==> src/rtl/mvm_param.sv <==
// mvm_param: parametrised signed matrix-vector multiplier, y = A*x.
// A (KxK) and x (Kx1) stream in word-serially on data_in and are kept
// until reloaded. y streams out word-serially on data_out after a compute
// phase that uses P parallel MAC lanes; lane p handles rows p, p+P, ...
// Optional feature: define MVM_SAT_EN to clamp y to the OUTW range and
// report clamping on ovf. Without it, y wraps and ovf is tied low.
module mvm_param #(
    parameter int K    = 8,
    parameter int B    = 8,
    parameter int OUTW = 16,
    parameter int P    = 1
) (
    input  logic                   clk,
    input  logic                   reset,
    input  logic                   loadMatrix,
    input  logic                   loadVector,
    input  logic                   start,
    input  logic signed [B-1:0]    data_in,
    output logic                   busy,
    output logic                   done,
    output logic                   out_valid,
    output logic signed [OUTW-1:0] data_out,
    output logic                   ovf
);

    localparam int ACCW = 2 * B + $clog2(K);
    localparam int KW   = $clog2(K);
    localparam int MW   = $clog2(K * K);
    localparam int G    = K / P;
    localparam int GW   = (G > 1) ? $clog2(G) : 1;
    localparam int OW   = $clog2(K + 1);

    generate
        if (K % P != 0) begin : g_bad_p
            $error("mvm_param: K must be a multiple of P");
        end
    endgenerate

    typedef enum logic [2:0] {IDLE, LOAD_M, LOAD_V, COMPUTE, DRAIN} state_t;

    state_t                 state_reg;
    logic                   m_loaded_reg;
    logic                   v_loaded_reg;
    logic [MW-1:0]          mcnt_reg;
    logic [KW-1:0]          vcnt_reg;
    logic [KW-1:0]          col_reg;
    logic [GW-1:0]          grp_reg;
    logic [OW-1:0]          oidx_reg;

    logic signed [B-1:0]    a_mem [K*K];
    logic signed [B-1:0]    x_mem [K];
    logic signed [OUTW-1:0] y_mem [K];

    logic signed [ACCW-1:0] acc_reg [P];
    logic signed [2*B-1:0]  prod    [P];
    logic signed [ACCW-1:0] sum     [P];
    logic signed [OUTW-1:0] yval    [P];

    logic row_end;
    logic grp_end;
    logic start_ok;

    assign row_end  = (col_reg == KW'(K - 1));
    assign grp_end  = (grp_reg == GW'(G - 1));
    // start wins only when no load request competes in the same cycle
    assign start_ok = (state_reg == IDLE) && !loadMatrix && !loadVector &&
                      start && m_loaded_reg && v_loaded_reg;

`ifdef MVM_SAT_EN
    logic clip [P];
`endif

    // Per-lane datapath: fetch A[row][col]*x[col], accumulate, convert to OUTW
    genvar gi;
    generate
        for (gi = 0; gi < P; gi++) begin : g_lane
            logic [MW-1:0] addr;
            assign addr     = MW'((int'(grp_reg) * P + gi) * K + int'(col_reg));
            assign prod[gi] = (2*B)'(a_mem[addr]) * (2*B)'(x_mem[col_reg]);
            assign sum[gi]  = acc_reg[gi] + ACCW'(prod[gi]);
`ifdef MVM_SAT_EN
            if (OUTW < ACCW) begin : g_sat
                logic [ACCW-OUTW:0] hi;
                assign hi       = sum[gi][ACCW-1:OUTW-1];
                assign clip[gi] = !((&hi) || (~|hi));
                assign yval[gi] = !clip[gi] ? sum[gi][OUTW-1:0] :
                                  sum[gi][ACCW-1] ? {1'b1, {(OUTW-1){1'b0}}} :
                                                    {1'b0, {(OUTW-1){1'b1}}};
            end else begin : g_nosat
                assign clip[gi] = 1'b0;
                assign yval[gi] = OUTW'(sum[gi]);
            end
`else
            assign yval[gi] = OUTW'(sum[gi]);
`endif
        end
    endgenerate

    // Operand and result storage; written from the FSM's current state
    always_ff @(posedge clk) begin
        if (state_reg == LOAD_M)
            a_mem[mcnt_reg] <= data_in;
        if (state_reg == LOAD_V)
            x_mem[vcnt_reg] <= data_in;
        if (state_reg == COMPUTE && row_end)
            for (int p = 0; p < P; p++)
                y_mem[KW'(int'(grp_reg) * P + p)] <= yval[p];
    end

    // Control FSM with registered status/result outputs
    always_ff @(posedge clk or negedge reset) begin
        if (!reset) begin
            state_reg    <= IDLE;
            m_loaded_reg <= 1'b0;
            v_loaded_reg <= 1'b0;
            mcnt_reg     <= '0;
            vcnt_reg     <= '0;
            col_reg      <= '0;
            grp_reg      <= '0;
            oidx_reg     <= '0;
            busy         <= 1'b0;
            done         <= 1'b0;
            out_valid    <= 1'b0;
            data_out     <= '0;
            for (int p = 0; p < P; p++)
                acc_reg[p] <= '0;
        end else begin
            done <= 1'b0;
            case (state_reg)
                IDLE: begin
                    if (loadMatrix) begin
                        state_reg    <= LOAD_M;
                        m_loaded_reg <= 1'b0;
                        mcnt_reg     <= '0;
                        busy         <= 1'b1;
                    end else if (loadVector) begin
                        state_reg    <= LOAD_V;
                        v_loaded_reg <= 1'b0;
                        vcnt_reg     <= '0;
                        busy         <= 1'b1;
                    end else if (start_ok) begin
                        state_reg <= COMPUTE;
                        col_reg   <= '0;
                        grp_reg   <= '0;
                        busy      <= 1'b1;
                        for (int p = 0; p < P; p++)
                            acc_reg[p] <= '0;
                    end
                end
                LOAD_M: begin
                    mcnt_reg <= mcnt_reg + MW'(1);
                    if (mcnt_reg == MW'(K * K - 1)) begin
                        state_reg    <= IDLE;
                        m_loaded_reg <= 1'b1;
                        busy         <= 1'b0;
                    end
                end
                LOAD_V: begin
                    vcnt_reg <= vcnt_reg + KW'(1);
                    if (vcnt_reg == KW'(K - 1)) begin
                        state_reg    <= IDLE;
                        v_loaded_reg <= 1'b1;
                        busy         <= 1'b0;
                    end
                end
                COMPUTE: begin
                    for (int p = 0; p < P; p++)
                        acc_reg[p] <= row_end ? '0 : sum[p];
                    col_reg <= row_end ? '0 : col_reg + KW'(1);
                    if (row_end) begin
                        grp_reg <= grp_reg + GW'(1);
                        if (grp_end) begin
                            state_reg <= DRAIN;
                            oidx_reg  <= '0;
                        end
                    end
                end
                DRAIN: begin
                    if (oidx_reg == OW'(K)) begin
                        out_valid <= 1'b0;
                        state_reg <= IDLE;
                        busy      <= 1'b0;
                    end else begin
                        data_out  <= y_mem[oidx_reg[KW-1:0]];
                        out_valid <= 1'b1;
                        done      <= (oidx_reg == '0);
                        oidx_reg  <= oidx_reg + OW'(1);
                    end
                end
                default: begin
                    state_reg <= IDLE;
                    busy      <= 1'b0;
                end
            endcase
        end
    end

`ifdef MVM_SAT_EN
    logic ovf_reg;

    // Sticky clamp flag, cleared when a new run is accepted
    always_ff @(posedge clk or negedge reset) begin
        if (!reset) begin
            ovf_reg <= 1'b0;
        end else if (start_ok) begin
            ovf_reg <= 1'b0;
        end else if (state_reg == COMPUTE && row_end) begin
            for (int p = 0; p < P; p++)
                if (clip[p])
                    ovf_reg <= 1'b1;
        end
    end

    assign ovf = ovf_reg;
`else
    assign ovf = 1'b0;
`endif

endmodule

==> config.mk <==
export PLATFORM = sky130hd
export DESIGN_NAME = mvm_param
export DESIGN_NICKNAME = d
export VERILOG_FILES = /design/src/rtl/mvm_param.sv
export SDC_FILE = /design/constraint.sdc
export NUM_CORES = 1
export LEC_CHECK = 0
export BUFFER_PORTS_ARGS = -buffer_cell sky130_fd_sc_hd__buf_2
export CORE_MARGIN = 1.5
export CORE_UTILIZATION = 60
export DETAILED_ROUTE_END_ITERATION = 10
export GPL_TIMING_DRIVEN = 0
export PLACE_DENSITY_LB_ADDON = 0.15
export SYNTH_ARGS = -nofsm -noshare
export SYNTH_HDL_FRONTEND = slang
export SYNTH_SLANG_ARGS = --single-unit
==> constraint.sdc <==
create_clock -name clk -period 7.4 [get_ports clk]
set_input_delay 0.37 -clock clk [delete_from_list [all_inputs] [get_ports clk]]
set_output_delay 0.37 -clock clk [all_outputs]
set_load 0.01 [all_outputs]
[After elaboration in Yosys (flattened, before gate mapping)]
Memories as Yosys holds them, arrays and structs flattened. A register that Yosys moved wholly into a read port is not among the register bits.
Index checks and enable logic that the tools add are counted.
Word-level totals
  register bits: 46
  RAM bits: 704
  bits of input ports: 13
  memories: 3
Cells by class
  add/subtract/negate cells: 7
  multipliers: 1
  equal/unequal tests: 21
  mux-type cells: 53
  bitwise logic cells: 2
  reductions and logical operators: 25
Memory list
  a_mem: words 64, width 8, rd ports 1, clocked after Yosys merged registers in 0, wr ports 1, line 50  | logic signed [B-1:0] a_mem [K*K];
  y_mem: words 8, width 16, rd ports 1, clocked after Yosys merged registers in 1, wr ports 1, line 52  | logic signed [OUTW-1:0] y_mem [K];
  x_mem: words 8, width 8, rd ports 1, clocked after Yosys merged registers in 0, wr ports 1, line 51  | logic signed [B-1:0] x_mem [K];
Operator list (count)
  $mux W19: 4
  $mux W3: 15
  $pmux W19 S2: 1
  $mux W1: 20
  $add A19 B16 Y19: 1
  $ne A2 B2 Y1 const B: 9
  $pmux W3 S2: 3
  $mul A8 B8 Y16: 1
  $pmux W3 S5: 1
  $eq A3 B3 Y1 const B: 4
  $mux W4: 3
  $pmux W6 S2: 1
  $reduce_and A4 Y1: 3
  $reduce_and A5 Y1: 2
  $add A3 B1 Y3 const B: 3
  $pmux W4 S2: 1
  $reduce_bool A2 Y1: 4
  $add A6 B1 Y6 const B: 1
  $add A6 B3 Y6: 1
  $eq A3 B2 Y1 const B: 2
  $eq A6 B6 Y1 const B: 1
  $logic_and A1 B1 Y1: 6
  $mux W6: 1
  $reduce_and A3 Y1: 2
  other kinds (13): 19

[Longest topological paths before layout]
  depth in word-level cells: 10
  depth in mapped cells: 28
  mapped depth without buffers: 23

[Least setup slack after synthesis]
Ideal clock, no wire load.
  path type: register to register
  start: register col_reg[0]
  end: register acc_reg[15] (netlist bit)
  arrival: 6595 ps
  required time: 7333 ps
  path slack: 738 ps
  stages on the path, launching flop included: 24
  buffers on the path: 2
  cell sequence: dfrtp_1 > buf_6 > mux4_1 > mux4_2 > a211o_1 > or4_1 > buf_2 > and2_4 > fa_1 > inv_1 > fa_1 > inv_1 > fa_1 > fa_1 > inv_1 > fa_1 > inv_1 > ha_1 > o21a_1 > o2111ai_1 > a21oi_1 > o41a_1 > xnor2_1 > a22o_1
RTL lines
  start, declared: line 46  | logic [KW-1:0] col_reg;
  start signal, assigned: line 169  | col_reg <= row_end ? '0 : col_reg + KW'(1);
  end signal, assigned by index: line 168  | acc_reg[p] <= row_end ? '0 : sum[p];
  end, declared: line 54  | logic signed [ACCW-1:0] acc_reg [P];

==> run_results.csv <==
group,metric,value,unit
placed_design,io_buffers,31,
yosys,synth_top_area_share,64.1,%
yosys,syn_area_per_cell,18.1,um^2
run,cap_violations,0,
die,rows,85,
die,dieArea,56400,um^2
timing,setup_ws,54.1,ps
layout,layout-drive-gt1-share,24.0,%
layout,final_cells,2722,
timing,setup_violations,0,
timing,holdWs,112,ps
detailed_routing,routed_via_density,6.57,
die,initial_core_util,61.0,%
timing,hold_viol,0,
timing,tightest_slew,1390,ps
timing,final.min_clock_period,7350,ps
detailed_routing,wire_per_inst,30.3,um
layout,fillers,3383,
die,die_x,237,um
detailed_routing,drc,0,
global_routing,grt_pass1_vias,18165,
yosys,async_flop_share,7.73,%
worst_setup_path,arrival,7730,ps
die,io_pins,33,
global_routing,track_usage,30.3,%
global_routing,grt_overflow,0,
yosys,seq_area_frac_synth,68.6,%
yosys,ys_warn_count,0,
timing,relSlewSlack,7.04,%
yosys,synth-main-ff-cell,"edfxtp_1",
layout,final_cell_mix,"704 x edfxtp_1, 132 x mux4_2, 131 x nor2_1",
worst_setup_path,crit_required,7780,ps
layout,multiInputGateArea,10000,um^2
timing,max_freq,0.136,GHz
timing,finClkSkew,13.1,ps
clocking,cts_buffers,77,
placed_design,dpl_worst_slack,-1800,ps
worst_setup_path,end_kind,"flip-flop",
detailed_routing,routed_wl,82.4,mm
layout,postLayoutCoreUtil,69.7,%
die,die_h,237,um
placed_design,place_hpwl,52.7,mm
global_routing,grt_max_degree,73,
detailed_routing,ant_nets,0,
yosys,synth.distinct_cells,69,
clocking,cts_tree,"done",
yosys,syn-num-nets,1953,
clocking,cts_root_buf,"clkbuf_16",
yosys,synth.largest_area_cell,"edfxtp_1",
clocking,clk_pin_slew,60,ps
worst_hold_path,hold_class,"in -> reg",
yosys,synth-seq-cells,763,
placed_design,gp_congestion,0.956,
yosys,synth_edf_count,704,
detailed_routing,vias,17878,
worst_setup_path,crit_type,"reg -> reg",
layout,layout.nets,2092,
layout,seq_area,22600,um^2
clocking,clock_latency,630,ps
timing,fin_crit_sh,99.3,%
timing,drv_slew,0,
outcome,status,"finished clean",
clocking,clock_sinks,763,
detailed_routing,initialDrtViolationCount,2531,
clocking,cts_buffer_depth,3,
global_routing,grt_pass1_wl,120,mm
placed_design,dp_cells,2558,
clocking,htree_levels,3,
layout,reg_top3,"a_mem (512), y_mem (128), x_mem (64)",
layout,syn_to_final_growth,14.2,%
worst_setup_path,crit_path_start_kind,"flip-flop",
yosys,synthTopCellsByArea,"edfxtp_1 64%, mux4_2 9.0%, dfrtp_1 4.5%",
worst_setup_path,path_max_fanout,10,
die,core_area,54000,um^2
yosys,netlist_instances,1823,
layout,largest_reg_flops,512,
yosys,synth.cell_area,33000,um^2
layout,top_register,"a_mem",
detailed_routing,firstDrtPassIters,5,
global_routing,antenna_found_initial,2,
layout,final_common_cell,"edfxtp_1",
[metal layers]
metal / global-route usage [%] / wire (um)
met5: 1.30 / 112
met1: 42.5 / 32500
met3: 8.57 / 8410
met4: 11.6 / 3500
met2: 45.6 / 37900
[layout make-up]
| class | instances | share of cell area, % |
|---|---|---|
| diodes | 1 | 0.00665 |
| flip-flops and latches | 763 | 60.1 |
| clock inverters | 39 | 0.994 |
| inverters | 87 | 0.874 |
| multi-input cells | 893 | 26.6 |
| well taps | 696 | 2.31 |
| plain buffers | 76 | 1.75 |
| clock buffers | 103 | 5.76 |
| repair buffers | 64 | 1.62 |
[worst paths after layout]
check / from / to / slack [ps] / cells past startpoint
max in group asynchronous: reset / oidx_reg[3]$_DFFE_PN0P_ / 6410 / 2
max reg2reg: col_reg[2]$_DFFE_PN0P_ / y_mem[6][15]$_DFFE_PP_ / 50 / 23
max: col_reg[2]$_DFFE_PN0P_ / y_mem[6][15]$_DFFE_PP_ / 50 / 23
min in group asynchronous: reset / data_out[9]$_DFFE_PN0P_ / 390 / 2
min: loadMatrix / m_loaded_reg$_DFFE_PN0P_ / 110 / 4
min reg2reg: data_out[13]$_DFFE_PN0P_ / data_out[13]$_DFFE_PN0P_ / 480 / 2
[per-stage QoR]
stage	cell area (um^2)	TNS [ps]
floorplan	33000	0
global placement	34000	-115470
detailed placement	34200	-124580
CTS	37200	-161
global route	37600	-203
finish	37600	0
[logic make-up (layout without fill, tap and decap cells)]
family,Yosys count,after routing,synth area share [%]
mux,254,254,13.9
xor+xnor,21,21,0.558
simple gates,339,339,4.98
flops,763,763,68.6
buf+inv,167,369,2.53
compound gates,161,161,3.38
fa+ha+maj,117,117,6.06
other cells,1,2,0.0114
[what timing repair did]
| item | CTS | global route |
|---|---|---|
| pin swaps | 9 | 21 |
| hold buffers | 1 | 0 |
| resized for setup | 88 | 77 |
| endpoints found under the hold margin | 59 | 0 |
| endpoints found under the setup margin | 99 | 81 |
| buffers inserted | 14 | 9 |
[cell usage after synthesis (7+ instances only)]
library cell	number
clkbuf_1	27
mux4_1	22
nand2_1	74
mux2_2	27
a2111oi_0	7
nand3_1	16
o22ai_1	18
ha_1	46
buf_1	11
nor3_1	8
nor2_1	143
mux4_2	131
fa_1	71
o21ai_0	36
mux2i_1	74
a21oi_1	23
a22o_1	26
nand2b_1	23
buf_6	12
nor2b_1	19
or2_2	15
dfrtp_1	59
a211oi_1	14
a21o_1	8
inv_1	85
buf_2	15
xnor2_1	19
edfxtp_1	704
buf_4	9
[critical path: stages (launching register included)]
cell,delay (ps)
dfrtp_1,350
buf_4,260
buf_4,290
clkbuf_4,350
mux4_2,280
nor3b_1,600
a2111oi_1,130
and2_4,200
clkbuf_4,180
or2_2,320
fa_1,520
fa_1,520
inv_2,50
fa_1,480
fa_1,580
inv_2,50
fa_2,560
inv_2,50
ha_4,250
o211ai_1,180
a21oi_2,140
o41a_1,410
xnor2_4,170
buf_12,160
Power is not shown: default switching activity piles up to over one toggle a cycle in this logic, so the estimate is an artifact.
